<file path="src/rtl/prefix_pkg.sv">
// Shared helpers for the pipelined Kogge-Stone prefix adder.
//   MAX_WIDTH  : widest supported operand
//   clog2      : ceiling log2, used to size the prefix tree
//   rank_level : prefix level after which pipeline rank r sits
package prefix_pkg;

  localparam int MAX_WIDTH = 64;

  function automatic int clog2(input int v);
    int r;
    r = 0;
    for (int i = 0; i < 32; i++) begin
      if ((1 << r) < v) r++;
    end
    return r;
  endfunction

  // Rank 0 is the g/p generation point (position 0); the last rank always
  // closes the tree at level L so the final carry/sum step follows it.
  function automatic int rank_level(input int r, input int stages, input int l);
    if (r <= 0) return 0;
    if (r >= stages) return l;
    return (r * l) / stages;
  endfunction

endpackage

</file>
<file path="src/rtl/prefix_level.sv">
// One combinational Kogge-Stone prefix level.
//   i_g, i_p : group generate/propagate from the previous level
//   o_g, o_p : groups extended by DIST bit positions; bits below DIST pass through
module prefix_level #(
  parameter int WIDTH = 16,
  parameter int DIST  = 1
) (
  input  logic [WIDTH-1:0] i_g,
  input  logic [WIDTH-1:0] i_p,
  output logic [WIDTH-1:0] o_g,
  output logic [WIDTH-1:0] o_p
);

  for (genvar i = 0; i < WIDTH; i++) begin : g_bit
    if (i < DIST) begin : g_pass
      assign o_g[i] = i_g[i];
      assign o_p[i] = i_p[i];
    end else begin : g_comb
      assign o_g[i] = i_g[i] | (i_p[i] & i_g[i-DIST]);
      assign o_p[i] = i_p[i] & i_p[i-DIST];
    end
  end

endmodule

</file>
<file path="src/rtl/pipelined_prefix_adder.sv">
// Pipelined Kogge-Stone adder/subtractor with valid/ready on both sides.
//   clk, rst             : clock, asynchronous active-high reset
//   in_valid / in_ready  : operand handshake
//   term0, term1         : operands A and B
//   cin                  : carry in (ignored when sub=1)
//   sub                  : 1 = A-B
//   out_valid / out_ready: result handshake
//   sum, cout, ovf       : result, carry out (1 = no borrow on sub), signed overflow
// Latency is STAGES cycles; one result per cycle when out_ready stays high.
module pipelined_prefix_adder
  import prefix_pkg::*;
#(
  parameter int WIDTH  = 16,
  parameter int STAGES = 2
) (
  input  logic             clk,
  input  logic             rst,
  input  logic             in_valid,
  output logic             in_ready,
  input  logic [WIDTH-1:0] term0,
  input  logic [WIDTH-1:0] term1,
  input  logic             cin,
  input  logic             sub,
  output logic             out_valid,
  input  logic             out_ready,
  output logic [WIDTH-1:0] sum,
  output logic             cout,
  output logic             ovf
);

  localparam int L = clog2(WIDTH);

  if (WIDTH < 4 || WIDTH > MAX_WIDTH || (WIDTH & (WIDTH - 1)) != 0) begin : g_bad_width
    $error("pipelined_prefix_adder: WIDTH must be a power of two in 4..64");
  end
  if (STAGES < 1 || STAGES > L + 1) begin : g_bad_stages
    $error("pipelined_prefix_adder: STAGES must be in 1..log2(WIDTH)+1");
  end

  // ---- valid / advance chain ----
  logic [STAGES:1]   r_vld;
  logic [STAGES+1:1] w_load;
  logic [STAGES:1]   w_prev;

  // A rank loads when it is empty or the rank after it is loading; the
  // output rank's successor is the downstream consumer.
  always_comb begin
    w_load = '0;
    w_load[STAGES+1] = out_ready;
    for (int r = STAGES; r >= 1; r--) begin
      w_load[r] = !r_vld[r] | w_load[r+1];
    end
  end

  always_comb begin
    w_prev = '0;
    w_prev[1] = in_valid;
    for (int r = 2; r <= STAGES; r++) begin
      w_prev[r] = r_vld[r-1];
    end
  end

  always_ff @(posedge clk or posedge rst) begin
    if (rst) begin
      r_vld <= '0;
    end else begin
      for (int r = 1; r <= STAGES; r++) begin
        if (w_load[r]) r_vld[r] <= w_prev[r];
      end
    end
  end

  assign in_ready  = w_load[1];
  assign out_valid = r_vld[STAGES];

  // ---- P0: generate / propagate ----
  logic [WIDTH-1:0] w_bx;
  logic [WIDTH-1:0] w_src_g  [STAGES];
  logic [WIDTH-1:0] w_src_p  [STAGES];
  logic [WIDTH-1:0] w_src_x  [STAGES];
  logic [STAGES-1:0] w_src_c0;

  assign w_bx        = term1 ^ {WIDTH{sub}};
  assign w_src_g[0]  = term0 & w_bx;
  assign w_src_p[0]  = term0 ^ w_bx;
  assign w_src_x[0]  = term0 ^ w_bx;
  assign w_src_c0[0] = sub | cin;

  logic [WIDTH-1:0] r_sum;
  logic             r_cout;
  logic             r_ovf;

  for (genvar r = 1; r <= STAGES; r++) begin : g_rank
    localparam int LO = rank_level(r - 1, STAGES, L);
    localparam int HI = rank_level(r, STAGES, L);

    logic [WIDTH-1:0] w_g [L+1];
    logic [WIDTH-1:0] w_p [L+1];

    assign w_g[0] = w_src_g[r-1];
    assign w_p[0] = w_src_p[r-1];

    // Only the levels that fall between this rank and the previous one are
    // built here; the rest of the chain is a straight pass-through.
    for (genvar k = 1; k <= L; k++) begin : g_lvl
      if (k > LO && k <= HI) begin : g_on
        prefix_level #(
          .WIDTH(WIDTH),
          .DIST (1 << (k - 1))
        ) u_lvl (
          .i_g(w_g[k-1]),
          .i_p(w_p[k-1]),
          .o_g(w_g[k]),
          .o_p(w_p[k])
        );
      end else begin : g_off
        assign w_g[k] = w_g[k-1];
        assign w_p[k] = w_p[k-1];
      end
    end

    if (r < STAGES) begin : g_mid
      // ---- rank r: partial prefix register ----
      logic [WIDTH-1:0] r_g;
      logic [WIDTH-1:0] r_p;
      logic [WIDTH-1:0] r_x;
      logic             r_c0;

      always_ff @(posedge clk) begin
        if (w_load[r]) begin
          r_g  <= w_g[L];
          r_p  <= w_p[L];
          r_x  <= w_src_x[r-1];
          r_c0 <= w_src_c0[r-1];
        end
      end

      assign w_src_g[r]  = r_g;
      assign w_src_p[r]  = r_p;
      assign w_src_x[r]  = r_x;
      assign w_src_c0[r] = r_c0;
    end else begin : g_final
      // ---- PF: carries, sum, flags; then the output rank ----
      logic [WIDTH:0]   w_c;
      logic [WIDTH-1:0] w_sum;

      // Carry into bit i+1 is the group generate of [i:0] with c0 folded in.
      assign w_c   = {w_g[L] | (w_p[L] & {WIDTH{w_src_c0[r-1]}}), w_src_c0[r-1]};
      assign w_sum = w_src_x[r-1] ^ w_c[WIDTH-1:0];

      always_ff @(posedge clk) begin
        if (w_load[r]) begin
          r_sum  <= w_sum;
          r_cout <= w_c[WIDTH];
          r_ovf  <= w_c[WIDTH] ^ w_c[WIDTH-1];
        end
      end
    end
  end

  // Data registers are not reset, so outputs are masked while no result is held.
  assign sum  = out_valid ? r_sum : '0;
  assign cout = out_valid & r_cout;
  assign ovf  = out_valid & r_ovf;

endmodule

</file>
<file path="config.mk">
export PLATFORM = sky130hd
export DESIGN_NAME = pipelined_prefix_adder
export DESIGN_NICKNAME = d
export VERILOG_FILES = /design/src/rtl/prefix_pkg.sv /design/src/rtl/prefix_level.sv /design/src/rtl/pipelined_prefix_adder.sv
export SDC_FILE = /design/constraint.sdc
export NUM_CORES = 1
export LEC_CHECK = 0
export CAP_MARGIN = 20
export CORE_ASPECT_RATIO = 1.75
export CORE_UTILIZATION = 40
export CTS_CLUSTER_SIZE = 25
export DETAILED_ROUTE_END_ITERATION = 16
export RECOVER_POWER = 100
export SKIP_CTS_REPAIR_TIMING = 1
export SLEW_MARGIN = 20
export SYNTH_ARGS = -nofsm -noshare
export SYNTH_HDL_FRONTEND = slang
export SYNTH_SLANG_ARGS = --single-unit
</file>
<file path="constraint.sdc">
create_clock -name clk -period 6 [get_ports clk]
set_clock_uncertainty 0.15 [all_clocks]
set_input_delay 0.9 -clock clk [delete_from_list [all_inputs] [get_ports clk]]
set_output_delay 0.9 -clock clk [all_outputs]
set_load 0.02 [all_outputs]
</file>
* Word level (Yosys, flattened, before mapping)
Cells that the tools add are included.
Widths: inputs -> output; s select.
** Storage, ports and cells
- Logic and storage cells :: 171
- Register bits :: 69
- Output and inout bits :: 20
- Bits of input ports :: 38
** Cells by class
- Muxes and demuxes :: 1
- Bitwise operators :: 159
- Reduce and logical (&&, ||, !) cells :: 2
** Operator list (count)
- $and 1x1->1 :: 100
- $or 1x1->1 :: 52
- $xor 16x16->16 :: 3
- $and 16x16->16 :: 2
- $mux 16 :: 1
- $or 16x16->16 :: 1
- $logic_not 1->1 :: 2
- $xor 1x1->1 :: 1

* Logic depth before layout (Yosys ltp)
- Depth after elaboration :: 6
- Depth in mapped cells :: 8
- Gate-level depth less buffers :: 6

* By module
From an unflattened synthesis, not the netlist that was laid out.
** Second synthesis, totals
- Cell total of the unflattened synthesis :: 295
- Area total of the unflattened synthesis :: 3866.2 µm²
** Modules (own cells, without submodules)
- pipelined_prefix_adder :: times used 1, area each 2944.1 µm², cells each 167, sequential area each 2062.0 µm²
- prefix_level (g_rank[2].g_lvl[4].g_on.u_lvl) :: times used 1, area each 240.2 µm², cells each 32, sequential area each 0.0 µm²
- prefix_level (g_rank[2].g_lvl[3].g_on.u_lvl) :: times used 1, area each 231.5 µm², cells each 32, sequential area each 0.0 µm²
- prefix_level (g_rank[1].g_lvl[2].g_on.u_lvl) :: times used 1, area each 226.5 µm², cells each 32, sequential area each 0.0 µm²
- prefix_level (g_rank[1].g_lvl[1].g_on.u_lvl) :: times used 1, area each 224.0 µm², cells each 32, sequential area each 0.0 µm²

* Worst setup path after synthesis
Ideal clock, no wire load.
- Path kind :: input to output
- Start :: input out_ready
- End :: output in_ready
- Path slack :: 2.748 ns
- Cell stages on the path :: 1
- Buffers on the path :: 0
- Arrival :: 2.202 ns
- Data required time :: 4.950 ns
- Cell sequence :: nand3b_1
** On the way
- Longest elaborated chain between the ends :: 2
** RTL lines
- start, declared :: RTL line pipelined_prefix_adder.sv:25 : input logic out_ready,
- $or 1x1->1 (2 in a row) :: RTL line pipelined_prefix_adder.sv:51 : w_load[r] = !r_vld[r] | w_load[r+1];
- end, declared :: RTL line pipelined_prefix_adder.sv:19 : output logic in_ready,
No other way between the ends.

* Worst setup path in the final report
Same ends and word-level chain as after synthesis.

==> impl_summary.log <==
INFO  metric setup-violations-final = 0
INFO  metric n_antenna_cell = 0
INFO  metric synth_area_leaders = sky130_fd_sc_hd__edfxtp_1 61%, sky130_fd_sc_hd__ha_1 9.2%, sky130_fd_sc_hd__xor2_1 6.5%
INFO  metric synth_area_leader_cell = sky130_fd_sc_hd__edfxtp_1
INFO  metric die_y_extent = 121 um
INFO  metric power_leakage = 1.68 nW
INFO  metric max_clock_freq = 259 MHz
INFO  metric synth_cells = 240
INFO  metric synth_flop_cell = sky130_fd_sc_hd__edfxtp_1
INFO  metric internal_power = 1.07 mW
INFO  metric power.density = 340 nW/um^2
INFO  metric fp.dieW = 70.2 um
INFO  metric slew_headroom = 42.4%
INFO  metric synth.yosys.seq_area_share = 62.4%
INFO  metric numPlacedInstances = 384
INFO  metric routed_wirelength = 5.21 mm
INFO  metric pwr-share-clk = 32.5%
INFO  metric grt_setup_unrepaired = false
INFO  metric worst-endpoint-required = 4.95 ns
INFO  metric coreArea = 7910 um^2
INFO  metric numPortBuffers = 57
INFO  metric syn-num-nets = 302
INFO  metric number_of_cts_inserted_buffers = 9
INFO  metric tightest_slew = 0.862 ns
INFO  metric setup_total_negative_slack = 0 ns
INFO  metric layout-drive-gt1-share = 6.13%
INFO  metric tritoncts_num_sinks = 68
INFO  metric worst_setup_hold_path_clk_slew = 0.05 ns
INFO  metric sw_power = 0.356 mW
INFO  metric critical_path.reg2reg.startpoint = g_rank[1].g_mid.r_c0
INFO  metric place_hpwl = 4.04 mm
INFO  metric power.switching_fraction = 25.0%
INFO  metric r2r_end = r_sum[14]
INFO  metric drv_cap = 0
INFO  metric hold_path_end = r_vld[2]
INFO  metric postSynthRegisterBits = 68
INFO  metric finalCriticalPeriod = 3.86 ns
INFO  metric cts_max_path_buffers = 2
INFO  metric hold_path.startpoint = r_vld[1]
INFO  metric cts_max_level = 3
INFO  metric startpoint_type_of_the_worst_setup_path = input port
INFO  metric ios = 58
INFO  metric yosysMostFrequentCell = sky130_fd_sc_hd__edfxtp_1
INFO  metric post-synth-top-area-fraction = 60.9%
INFO  metric cp_data_arrival_time = 2.81 ns
INFO  metric crit_path_end_kind = output pin
INFO  metric clock_tree_from_tritoncts = built
INFO  metric die_area = 8510 um^2
INFO  metric clock_tree_root_buffer_cell = sky130_fd_sc_hd__clkbuf_16
INFO  metric multiInputGateArea = 1190 um^2
INFO  metric vias = 1941
INFO  metric timing_max_transition_violations_final = 0
INFO  metric routed_via_density = 4.85
INFO  metric grt_max_degree = 51
INFO  metric synthesized_area_per_cell = 13.6 um^2
INFO  metric part_of_the_total_power_dissipated_in_combinational_logic = 21.1%
INFO  metric post_synth_instance_area = 3250 um^2
INFO  metric detail_route.first_pass.iterations = 4
INFO  metric status = finished clean
INFO  metric finalHoldWorstSlack = 0.326 ns
INFO  metric dr.first_iter.drc_count = 89
INFO  metric timing.reg2reg.setup_slack = 4.16 ns
INFO  metric timing_worst_setup_path_type = in -> out
INFO  metric initial_core_util = 41.1%
INFO  metric count_of_nets_after_finishing = 367
INFO  metric top_fanout_value_on_the_critical_path = 50
INFO  metric asyncSetResetFlopFracSynth = 2.94%
INFO  metric wl_per_cell = 13.0 um
INFO  metric report.final.hold_viol_count = 0
INFO  metric place.gp.congestion = 0.773
INFO  metric globalRouteOverflowTotal = 0
INFO  metric grt_usage = 13.9%
INFO  metric synth.distinct_cells = 27
INFO  metric ant_nets = 0
INFO  metric final_routed_drc_violation_total = 0
INFO  metric synthToLayoutAreaGrowth = 28.6%
INFO  metric setup_ws = 2.14 ns
INFO  metric grt_pass1_vias = 1918
INFO  metric ff_latch_area = 2030 um^2
INFO  metric clock_latency = 0.33 ns
INFO  metric worst-r2r-cell-count = 4
INFO  metric timing.hold.worst.class = reg -> reg
INFO  metric synth-warning-count = 0
INFO  metric synth_top_cells_by_count = 66 x sky130_fd_sc_hd__edfxtp_1, 24 x sky130_fd_sc_hd__ha_1, 24 x sky130_fd_sc_hd__xor2_1, 22 x sky130_fd_sc_hd__and2_1
INFO  metric grt_pass1_wl = 8.85 mm
INFO  metric ir_worst_vdd = 0.165 mV
INFO  metric fillerInstances = 691
INFO  metric row_count = 43
INFO  metric final_worst_path_cycle_share = 64.3%
INFO  metric synth-edff-count = 66
INFO  metric worst_hold_path.num_cells = 1
INFO  metric preCtsSetupSlack = 2.22 ns
INFO  metric antenna_found_initial = 0
INFO  metric power.sequential.fraction = 46.4%
INFO  metric post_layout_nonfiller_instances = 400
-- per-stage QoR --
stage          util [%]  instance area, um^2  power [mW]
2_1_floorplan         -                 3250       0.860
3_3_place_gp       49.7                 3930       0.984
3_5_place_dp       49.7                 3930       0.990
4_1_cts            53.0                 4190        1.45
5_1_grt            52.9                 4180        1.49
6_report           52.9                 4180        1.42
-- worst max-delay path by stage --
| stage | cells past startpoint | startpoint | end | slack (ns) |
|---|---|---|---|---|
| floorplan | 1 | out_ready | in_ready | 2.75 |
| global placement | 4 | out_ready | in_ready | 2.24 |
| detailed placement | 4 | out_ready | in_ready | 2.22 |
| CTS | 4 | out_ready | in_ready | 2.21 |
| global route | 4 | out_ready | in_ready | 2.00 |
| finish | 4 | out_ready | in_ready | 2.14 |
-- critical path, cell delays in order --
cell                            delay, ns
sky130_fd_sc_hd__dlygate4sd3_1       0.53
sky130_fd_sc_hd__nand3b_1            0.11
sky130_fd_sc_hd__buf_4               0.50
sky130_fd_sc_hd__dlygate4sd3_1       0.77
-- cells in the final DEF (no fill, tap or decap), drive strengths merged, types with 13 or more instances in the layout --
| cell | n |
|---|---|
| edfxtp | 66 |
| clkdlybuf4s50 | 34 |
| xor2 | 24 |
| ha | 24 |
| dlygate4sd3 | 23 |
| and2 | 22 |
| a21oi | 18 |
| nand2 | 16 |
| clkbuf | 14 |
| nor2 | 13 |
-- metal layers --
metal | vias to the layer above | global-route usage, % | part of all wire, %
met4 | 0 | 9.13 | 3.1
met3 | 11 | 2.99 | 3.6
met1 | 883 | 15.8 | 41
met2 | 52 | 23.3 | 52
li1 | 995 | - | -
met5 | - | 0 | 0
-- power groups by stage --
stage	Clock [mW]	Sequential [mW]	Combinational, mW
6_report	0.463	0.660	0.300
5_1_grt	0.488	0.669	0.335
4_1_cts	0.471	0.663	0.320
3_5_place_dp	0	0.672	0.319
3_3_place_gp	0	0.668	0.316
2_1_floorplan	0	0.663	0.197
-- cell type report --
class,instances,area share (%)
repair buffers,58,13.8
clock inverters,2,0.239
clock buffers,14,6.07
flip-flops and latches,68,48.6
inverters,2,0.179
multi-input cells,166,28.4
well taps,90,2.69
-- kinds of logic (layout without fill, tap and decap cells) --
family / after synthesis / count (layout) / share of synthesized area (%)
DFF: 68 / 68 / 62.4
and+or+nand+nor: 65 / 65 / 10.3
AOI/OAI and AO/OA: 45 / 45 / 8.69
xor gates and xnor gates: 32 / 32 / 8.61
adders and majority gates: 24 / 24 / 9.23
buffers and inverters: 6 / 76 / 0.769
-- sequential cells by signal (all words and copies together) (netlist names) --
name and flops:
g_rank.g_mid.r_g 16, g_rank.g_mid.r_x 15, r_vld 2, r_ovf 1, r_sum 16, g_rank.g_mid.r_c0 1, r_cout 1, g_rank.g_mid.r_p 16
No activity file was read; power rests on OpenSTA's default activity.
